**src/rtl/sram_line_burst_adapter.sv**
```systemverilog
// Cache-line front end for the 32-bit SRAM controller. It splits one refill or
// writeback line into single-word strobes and gathers read words into a line buffer.
module sram_line_burst_adapter #(
    parameter int LINE_WORDS  = 4,
    parameter int ADDR_W      = 18,
    parameter int TIMEOUT_CYC = 31
) (
    input  logic                       i_clk,
    input  logic                       i_reset,
    input  logic                       i_mem_req,
    input  logic                       i_mem_we,
    input  logic [ADDR_W-1:0]          i_mem_addr,
    input  logic [32*LINE_WORDS-1:0]   i_mem_wdata,
    output logic                       o_mem_ready,
    output logic                       o_mem_done,
    output logic                       o_mem_err,
    output logic [32*LINE_WORDS-1:0]   o_mem_rdata,
    output logic [ADDR_W-1:0]          o_sram_addr,
    output logic [31:0]                o_sram_wdata,
    output logic [3:0]                 o_sram_bmask,
    output logic                       o_sram_wren,
    output logic                       o_sram_rden,
    input  logic [31:0]                i_sram_rdata,
    input  logic                       i_sram_ack
);
    // state | meaning
    // IDLE  | ready for a line request
    // ISSUE | one-cycle read/write strobe for word k
    // WAIT  | strobes low, waiting for ack with watchdog running
    // DONE  | one-cycle done pulse, refill line published
    // ERR   | one-cycle watchdog abort pulse
    typedef enum logic [2:0] {
        S_IDLE,
        S_ISSUE,
        S_WAIT,
        S_DONE,
        S_ERR
    } state_t;

    localparam int KW  = $clog2(LINE_WORDS);
    localparam int WDW = $clog2(TIMEOUT_CYC + 1);
    localparam logic [ADDR_W-1:0] ALIGN_MASK = ~ADDR_W'(2 * LINE_WORDS - 1);

    state_t                    state;
    logic                      we;
    logic [ADDR_W-1:0]         base;
    logic [32*LINE_WORDS-1:0]  wline;
    logic [32*LINE_WORDS-1:0]  line_buf;
    logic [32*LINE_WORDS-1:0]  buf_upd;
    logic [KW-1:0]             k;
    logic [KW-1:0]             k_nxt;
    logic [WDW-1:0]            wdog;
    logic [ADDR_W-1:0]         base_in;

    assign o_sram_bmask = 4'hF;
    assign k_nxt        = k + KW'(1);
    assign base_in      = i_mem_addr & ALIGN_MASK;

    always_comb begin
        buf_upd = line_buf;
        buf_upd[32*k +: 32] = i_sram_rdata;
    end

    always_ff @(posedge i_clk) begin
        if (i_reset) begin
            state        <= S_IDLE;
            o_mem_ready  <= 1'b1;
            o_mem_done   <= 1'b0;
            o_mem_err    <= 1'b0;
            o_mem_rdata  <= '0;
            o_sram_addr  <= '0;
            o_sram_wdata <= '0;
            o_sram_wren  <= 1'b0;
            o_sram_rden  <= 1'b0;
            we           <= 1'b0;
            base         <= '0;
            wline        <= '0;
            line_buf     <= '0;
            k            <= '0;
            wdog         <= '0;
        end else begin
            o_mem_done  <= 1'b0;
            o_mem_err   <= 1'b0;
            o_sram_wren <= 1'b0;
            o_sram_rden <= 1'b0;
            case (state)
                S_IDLE: begin
                    if (i_mem_req) begin
                        we           <= i_mem_we;
                        base         <= base_in;
                        wline        <= i_mem_wdata;
                        k            <= '0;
                        o_sram_addr  <= base_in;
                        o_sram_wdata <= i_mem_wdata[31:0];
                        o_sram_wren  <= i_mem_we;
                        o_sram_rden  <= ~i_mem_we;
                        o_mem_ready  <= 1'b0;
                        state        <= S_ISSUE;
                    end
                end
                S_ISSUE: begin
                    // Down-counter: terminal count zero marks the last allowed wait cycle.
                    wdog  <= WDW'(TIMEOUT_CYC - 1);
                    state <= S_WAIT;
                end
                S_WAIT: begin
                    if (i_sram_ack) begin
                        if (!we) begin
                            line_buf <= buf_upd;
                        end
                        if (k == KW'(LINE_WORDS - 1)) begin
                            if (!we) begin
                                o_mem_rdata <= buf_upd;
                            end
                            o_mem_done <= 1'b1;
                            state      <= S_DONE;
                        end else begin
                            k            <= k_nxt;
                            o_sram_addr  <= base + ADDR_W'({k_nxt, 1'b0});
                            o_sram_wdata <= wline[32*k_nxt +: 32];
                            o_sram_wren  <= we;
                            o_sram_rden  <= ~we;
                            state        <= S_ISSUE;
                        end
                    end else if (wdog == '0) begin
                        o_mem_err <= 1'b1;
                        state     <= S_ERR;
                    end else begin
                        wdog <= wdog - WDW'(1);
                    end
                end
                S_DONE, S_ERR: begin
                    o_mem_ready <= 1'b1;
                    state       <= S_IDLE;
                end
                default: begin
                    o_mem_ready <= 1'b1;
                    state       <= S_IDLE;
                end
            endcase
        end
    end
endmodule
```
**config.mk**
```make
export PLATFORM = sky130hd
export DESIGN_NAME = sram_line_burst_adapter
export DESIGN_NICKNAME = d
export VERILOG_FILES = /design/src/rtl/sram_line_burst_adapter.sv
export SDC_FILE = /design/constraint.sdc
export NUM_CORES = 1
export LEC_CHECK = 0
export CAP_MARGIN = 20
export CORE_MARGIN = 2
export CORE_UTILIZATION = 56
export CTS_BUF_LIST = sky130_fd_sc_hd__clkbuf_8
export DETAILED_ROUTE_END_ITERATION = 10
export PLACE_DENSITY = 0.95
export SYNTH_ARGS = -nofsm -noshare
export SYNTH_HDL_FRONTEND = slang
export SYNTH_SLANG_ARGS = --single-unit
```
**constraint.sdc**
```tcl
create_clock -name i_clk -period 3.4 [get_ports i_clk]
set_input_delay 1.02 -clock i_clk [delete_from_list [all_inputs] [get_ports i_clk]]
set_output_delay 1.02 -clock i_clk [all_outputs]
set_load 0.02 [all_outputs]
```
# [Word-level counts from Yosys, hierarchy flattened]
# Index checks and enable logic that the tools add are counted.
[totals] register_bits=465 inputBits=183 out_inout_bits=187 wordCells=83
[op_classes] n_addsub=4 eq_ne=9 n_shift=3 mux=33 bitwise=5 reduce_logical=14
[ops] operator="$bwmux W128" n=1
[ops] operator="$shift A32 B34 Y128 const A" n=1
[ops] operator="$shiftx A128 B8 Y32" n=1
[ops] operator="$shiftx A32 B34 Y128" n=1
[ops] operator="$mux W32" n=3
[ops] operator="$pmux W32 S2" n=1
[ops] operator="$mux W18" n=3
[ops] operator="$pmux W18 S2" n=1
[ops] operator="$neg A7 Y34" n=1
[ops] operator="$add A18 B3 Y18" n=1
[ops] operator="$mux W5" n=2
[ops] operator="$ne A2 B2 Y1 const B" n=5
[ops] operator="$pmux W5 S2" n=1
[ops] operator="$mux W1" n=9
[ops] operator="$mux W3" n=3
[ops] operator="$pmux W3 S3" n=1
[ops] operator="$mux W2" n=4
[ops] operator="$reduce_and A4 Y1" n=2
[ops] operator="$pmux W1 S2" n=3
[ops] operator="$reduce_and A2 Y1" n=3
[ops] operator="$reduce_and A3 Y1" n=2
[ops] operator="$reduce_or A3 Y1" n=2
[ops] operator="$logic_not A5 Y1" n=1
[ops] operator="$not A1 Y1" n=5
[ops] operator="other kinds (10)" n=11

# [Logic depth before layout (Yosys ltp)]
# Gate-level depths: netlist of run 1.
[depth] ltp_word=5 depth_mapped=10 mapped_depth_nobuf=6

# [Least setup slack after synthesis of run 1]
# No wires, ideal clock.
[synth_path] path_kind="reg2reg" start="register k[0]" end="register o_mem_rdata[66]" setup_ns=0.078 t_arrival_ns=2.426 required_ns=3.322 setup_slack_ns=0.896 path_stages_with_launch=10 path_buffers=3 synth_period_minus_slack_ns=2.504 path_cell_list="dfxtp_1 buf_4 inv_1 ha_1 buf_4 or4b_1 nor2_1 buf_2 a221oi_1 nor3_1"
[synth_between] elab_chain_cells=3 elab_cells_between_ends=6 cone_classes="add/sub: 1; eq/ne: 1; shift: 2; mux: 1; reduce/logical: 1"
[synth_rtl] element="start, declared" line="50" rtl="logic [KW-1:0] k;"
[synth_rtl] element="start signal, assigned" line="118" rtl="k <= k_nxt;"
[synth_rtl] element="$neg A7 Y34" line="61" rtl="buf_upd[32*k +: 32] = i_sram_rdata;"
[synth_rtl] element="$shiftx A32 B34 Y128 or $shift A32 B34 Y128 (tied branches)" line="61"
[synth_rtl] element="$bwmux W128" line="61"
[synth_rtl] element="end signal, assigned" line="113" rtl="o_mem_rdata <= buf_upd;"
[synth_rtl] element="end, declared" line="17" rtl="output logic [32*LINE_WORDS-1:0] o_mem_rdata,"
# Parallel ways exist; a longest one is shown, timed or not.
# A chain may end at the register's enable or synchronous reset.

==> flow_summary.toml, run 1 <==
[floorplan]
die_x_um = 177
dieArea_um2 = 31200
rows = 63
ios = 370
die_y_um = 177
core_area_um2 = 29500
start_util = 0.567

[timing]
rsz0062_at_grt = "no"
fin_worst_skew_ps = 30.1
maxSlewHeadroom = 0.482
period_share = 0.812
worst_slew_pin_slew_ps = 775
drv_slew = 0
min_period_ps = 2760
finalHoldViolations = 0
timing.hold.ws_ps = 453
setup_violations = 0
max_freq_mhz = 362
fin_ws_ps = 639
tns_ps = 0

[clocking]
post_cts_buffers = 0
cts_tree = "done"
cts_hold_buf = 0
cts.clk_slew.worst_paths_ps = 60
cts_buffers = 69
cts_root_buf = "clkbuf_8"
ctsResizeCount = 0
htreeDepth = 3
cts.sinks = 430
max-clock-path-buffers = 3
insertion_delay_ps = 580

[min_path]
holdCritPathClass = "register to register"
whs_path_depth = 2
hp-start = "o_mem_rdata[106]"
hold_end = "o_mem_rdata[106]"

[finish]
regArea_um2 = 8610
multi_input_area_um2 = 7330
fin_nets = 2415
drive_above_1_share = 0.0845
diodes = 0
area_growth_pct = 31.3
final_core_util = 0.744
fillers = 1821
final_cells = 2662

[critical_path]
crit_fanout = 9
crit_type = "register to output port"
crit_chain = "clkdlybuf4s50_1"
cp.required_ps = 2380
cp-end-kind = "output port"
arrival_ps = 1740
cp_num_buf_inv = 1
ff2ff_setup_slack_ps = 670
cp-start-kind = "register"
cpMaxStageDelayCell = "clkdlybuf4s50_1"
r2r-end = "o_mem_rdata[85]"
reg2reg_depth = 7
path_delay_family = "buffers and inverters"
slowest_delay_ps = 720
r2r-start = "k[0]"

[detailed_routing]
avgRoutedWirePerCell_um = 20.5
postRouteAntennaNets = 0
via_per_inst = 6.27
first_pass_iters = 5
vias = 16700
drtIter0Drc = 1815
route.detailed.drc = 0
routed_wl_um = 54700

[grt]
grt_usage = 0.339
overflow = 0
grt_pass1_vias = 16500
grt_max_degree = 129
antenna_found_initial = 1
grt_pass1_wl_um = 85200

[synth]
yosysWarnings = 0
synth_area_um2 = 16700
synth_cell_types = 46
synth_area_leaders = "dfxtp_1 (52%), nand2_1 (10%), nor2_1 (5.6%)"
netlist.area_leader.share = 0.515
ys_ff_latch = 430
synthCells = 1939
yosysSeqAreaShare = 0.515
synth_top_area_cell = "dfxtp_1"
synth_area_per_cell_um2 = 8.62

[run_status]
status = "completed"

[place]
numPortBuffers = 361
dpl.cell_count = 2543
dpl_worst_slack_ps = 280
dpl.hpwl_um = 32800
place_congestion = 0.850

[power]
p_leak_uw = 0.00791
vdd_ir_drop_max_uv = 328
power.density_nw_per_um2 = 510

[job]
maxCapViolCount = 0
-- metal layers --
layer / part of all wire / global-route usage
met5: 0.00022 / 0
met4: 0.051 / 0.186
met3: 0.12 / 0.0881
met2: 0.49 / 0.574
met1: 0.34 / 0.391
-- power by group --
group          switching (µW)  internal (µW)  total (µW)  leakage, µW
clock network            2010           2520        4530     0.000795
registers                 130           5240        5370      0.00350
logic                     746            545        1290      0.00361
total                    2890           8310       11200      0.00791
-- worst max-delay path by stage --
stage / from / endpoint / cells past startpoint
floorplan: k[0] / o_mem_rdata[66] / 9
global placement: i_sram_ack / o_sram_addr[17] / 7
detailed placement: i_sram_ack / o_sram_wdata[21] / 7
CTS: o_sram_addr[2] / o_sram_addr[2] / 1
global route: k[0] / o_mem_rdata[71] / 7
finish: k[0] / o_sram_addr[1] / 1
-- state kept, by name, summed over array words and instances (netlist names), 3 cells and up --
| name | cells |
|---|---|
| o_sram_wdata | 32 |
| base | 15 |
| o_mem_rdata | 128 |
| wline | 128 |
| o_sram_addr | 16 |
| line_buf | 96 |
| wdog | 5 |
| state | 3 |
-- cell usage after synthesis, drive strengths merged --
cell type and n:
nand4 1, o21ai 2, conb 2, dfxtp 430
or3b 2, ha 7, nand2b 4, or3 3
clkbuf 125, clkinv 1, inv 8, nor2b 1
nand3b 2, and3 1, nand3 9, a221oi 96
a211oi 2, nor2 250, a31oi 1, mux2i 2
mux4 32, buf 63, o32a 1, nor3 105
nand4b 1, o21a 1, a21oi 184, a311oi 47
nor4 6, nor4bb 1, nand2 446, nor4b 1
o41ai 1, nor3b 2, or4b 2, a22oi 96
and2 1
-- cells in the final DEF (no fill, tap or decap), types with 32 or more instances in the layout --
cell type,netlist,routed
nand2_1,446,446
dfxtp_1,430,429
clkdlybuf4s50_1,0,360
nor2_1,250,249
a21oi_1,184,184
nor3_1,104,101
a221oi_1,96,96
a22oi_1,96,96
clkbuf_8,0,90
a311oi_1,47,47
mux4_2,32,32
-- per-stage QoR --
| stage | cell area (µm²) | total power [µW] |
|---|---|---|
| 2_1_floorplan | 16700 | 6100 |
| 3_3_place_gp | 20500 | 6650 |
| 3_5_place_dp | 20500 | 6700 |
| 4_1_cts | 21900 | 11200 |
| 5_1_grt | 21900 | 11500 |
| 6_report | 21900 | 11200 |
-- area by class of cell --
cell class                      count  area share
Sequential cell                   430       0.392
Multi-Input combinational cell   1315       0.334
Timing Repair Buffer              400       0.185
Clock buffer                       90      0.0565
Tap cell                          390      0.0222
Clock inverter                     28     0.00844
Inverter                            9     0.00154
-- kinds of logic (layout without fill, tap and decap cells) --
| kind of cell | after synthesis | after routing | synth area share |
|---|---|---|---|
| flip-flops | 430 | 430 | 0.515 |
| adder cells (fa/ha/maj) | 7 | 7 | 0.00524 |
| AND/OR/NAND/NOR | 838 | 838 | 0.207 |
| buffers and inverters | 197 | 527 | 0.0511 |
| other | 2 | 5 | 0.000449 |
| AO/OA/AOI/OAI | 431 | 431 | 0.177 |
| multiplexers | 34 | 34 | 0.0443 |
No activity file was read; power rests on OpenSTA's default activity.
==> inputs of run 2 (changes only) <==
--- a/config.mk
+++ b/config.mk
@@ -7,10 +7,10 @@
 export LEC_CHECK = 0
 export CAP_MARGIN = 20
 export CORE_MARGIN = 2
-export CORE_UTILIZATION = 56
+export CORE_UTILIZATION = 47
 export CTS_BUF_LIST = sky130_fd_sc_hd__clkbuf_8
 export DETAILED_ROUTE_END_ITERATION = 10
-export PLACE_DENSITY = 0.95
+export PLACE_DENSITY = 0.87
 export SYNTH_ARGS = -nofsm -noshare
 export SYNTH_HDL_FRONTEND = slang
 export SYNTH_SLANG_ARGS = --single-unit
==> constraint.sdc (replaced) <==
create_clock -name i_clk -period 2.29 [get_ports i_clk]
set_input_delay 0.687 -clock i_clk [delete_from_list [all_inputs] [get_ports i_clk]]
set_output_delay 0.687 -clock i_clk [all_outputs]
set_load 0.02 [all_outputs]
==> flow_summary.toml, run 2 (synthesized netlist as in run 1, its figures left out) <==
[run_status]
status = "completed"

[floorplan]
ios = 370
die_x_um = 193
rows = 69
die_y_um = 193
start_util = 0.473
dieArea_um2 = 37100
core_area_um2 = 35300

[grt]
grt_pass1_vias = 15400
grt_max_degree = 86
grt_pass1_wl_um = 79900
grt_usage = 0.273
overflow = 0
antenna_found_initial = 0

[power]
p_sw_frac = 0.261
power_frac_comb = 0.120
power_uw = 16400
seqPwrFrac = 0.486
switchingPower_uw = 4270
p_leak_uw = 0.00930
intPower_uw = 12100
power.density_nw_per_um2 = 725
vdd_ir_drop_max_uv = 531
p_clk_frac = 0.394

[finish]
final_common_cell = "nand2_1"
area_growth_pct = 35.3
final_design_area_no_fill_um2 = 22600
diodes = 0
fillers = 2600
regArea_um2 = 8610
fin_nets = 2464
drive_above_1_share = 0.101
multi_input_area_um2 = 7340
reg.largest.list = "o_mem_rdata: 128 flops, wline: 128 flops, line_buf: 96 flops"
final_cell_mix = "nand2_1 (446), dfxtp_1 (429), clkdlybuf4s50_1 (264)"

[clocking]
cts.clk_slew.worst_paths_ps = 60
cts_buffers = 69
cts.sinks = 430
cts_tree = "done"
htreeDepth = 3
cts_root_buf = "clkbuf_8"
max-clock-path-buffers = 3
insertion_delay_ps = 600
cts_hold_buf = 0

[job]
maxCapViolCount = 0

[timing]
timing.hold.ws_ps = 451
finalHoldViolations = 0
setup_violations = 0
maxSlewHeadroom = 0.547
drv_slew = 0
tns_ps = 0
fin_worst_skew_ps = 28.6
worst_slew_pin_slew_ps = 679
rsz0062_at_grt = "no"
max_freq_mhz = 448
period_share = 0.975
min_period_ps = 2230

[critical_path]
crit_chain = "clkdlybuf4s50_1"
crit_fanout = 2
r2r-start = "state[1]"
cp.required_ps = 1600
r2r-end = "o_mem_rdata[18]"
reg2reg_depth = 6
cp_num_buf_inv = 1
cpMaxStageDelayCell = "clkdlybuf4s50_1"
slowest_delay_ps = 640
cp-start-kind = "register"
ff2ff_setup_slack_ps = 110
arrival_ps = 1550
crit_type = "register to output port"
path_delay_family = "buffers and inverters"
worst-path-stages = 1
cp-end-kind = "output port"

[detailed_routing]
route.detailed.drc = 0
routed_wl_um = 52100
via_per_inst = 5.80
postRouteAntennaNets = 0
drtIter0Drc = 1346
avgRoutedWirePerCell_um = 18.8
vias = 16100
first_pass_iters = 6

[place]
post_dp_cell_area_um2 = 21200
numPortBuffers = 361
place_congestion = 0.880
dpl.hpwl_um = 35000

[min_path]
hp-start = "wline[3]"
hold_end = "wline[3]"
holdCritPathClass = "register to register"
whs_path_depth = 2
[run 2: cell types whose count changed in the layout (fill, tap and decap cells not counted), sizes merged]
cell           previous run  this run
clkdlybuf4s50           360       264
dlymetal6s2s              0        55
buf                      40        89
dlygate4sd2               0        41
clkbuf                   90        82
clkinv                    5         7
clkinvlp                  2         1
inv                      28        29
[run 2: stage by stage]
stage	util	worst slack, ps	instances
floorplan	-	-12.0	1942
global placement	0.600	-157	2664
detailed placement	0.600	-228	2664
CTS	0.636	0.0416	2776
global route	0.640	0.400	2776
finish	0.640	57.2	2776
[run 2: worst max-delay path by stage]
stage | end | startpoint | slack, ps
global placement | o_sram_addr[10] | i_sram_ack | -160
detailed placement | o_sram_addr[16] | i_sram_ack | -230
CTS | o_mem_rdata[59] | o_mem_rdata[59] | 0.04
finish | o_mem_rdata[91] | o_mem_rdata[91] | 60
floorplan | o_mem_rdata[33] | k[0] | -10
global route | o_sram_addr[4] | o_sram_addr[4] | 0.4
[run 2: power groups by stage]
stage | logic, µW | registers (µW) | clock network (µW)
after global placement | 1920 | 8100 | 0
after floorplan | 884 | 8180 | 0
after CTS | 1960 | 7960 | 6530
after global routing | 2110 | 7980 | 6880
final | 1970 | 7960 | 6460
after detailed placement | 1970 | 8110 | 0
[run 2: area by class of cell]
cell class              instances  share of cell area
multi-input cells            1315               0.325
repair buffers                449               0.209
inverters                       9             0.00149
well taps                     461              0.0255
clock inverters                30             0.00836
flip-flops and latches        430               0.381
clock buffers                  82              0.0499
[run 2: what timing repair did]
item,CTS,global route
buffers inserted,0,0
pin swaps,0,0
resized for setup,41,57
endpoints found under the setup margin,41,68
[run 2: metal layers]
| layer | part of all wire | up-vias | track usage | routed length (µm) |
|---|---|---|---|---|
| met3 | 0.11 | 102 | 0.0633 | 5550 |
| met5 | 0 | - | 0 | 0 |
| li1 | - | 7449 | - | - |
| met4 | 0.027 | 0 | 0.110 | 1390 |
| met1 | 0.38 | 7585 | 0.332 | 19600 |
| met2 | 0.49 | 952 | 0.466 | 25600 |
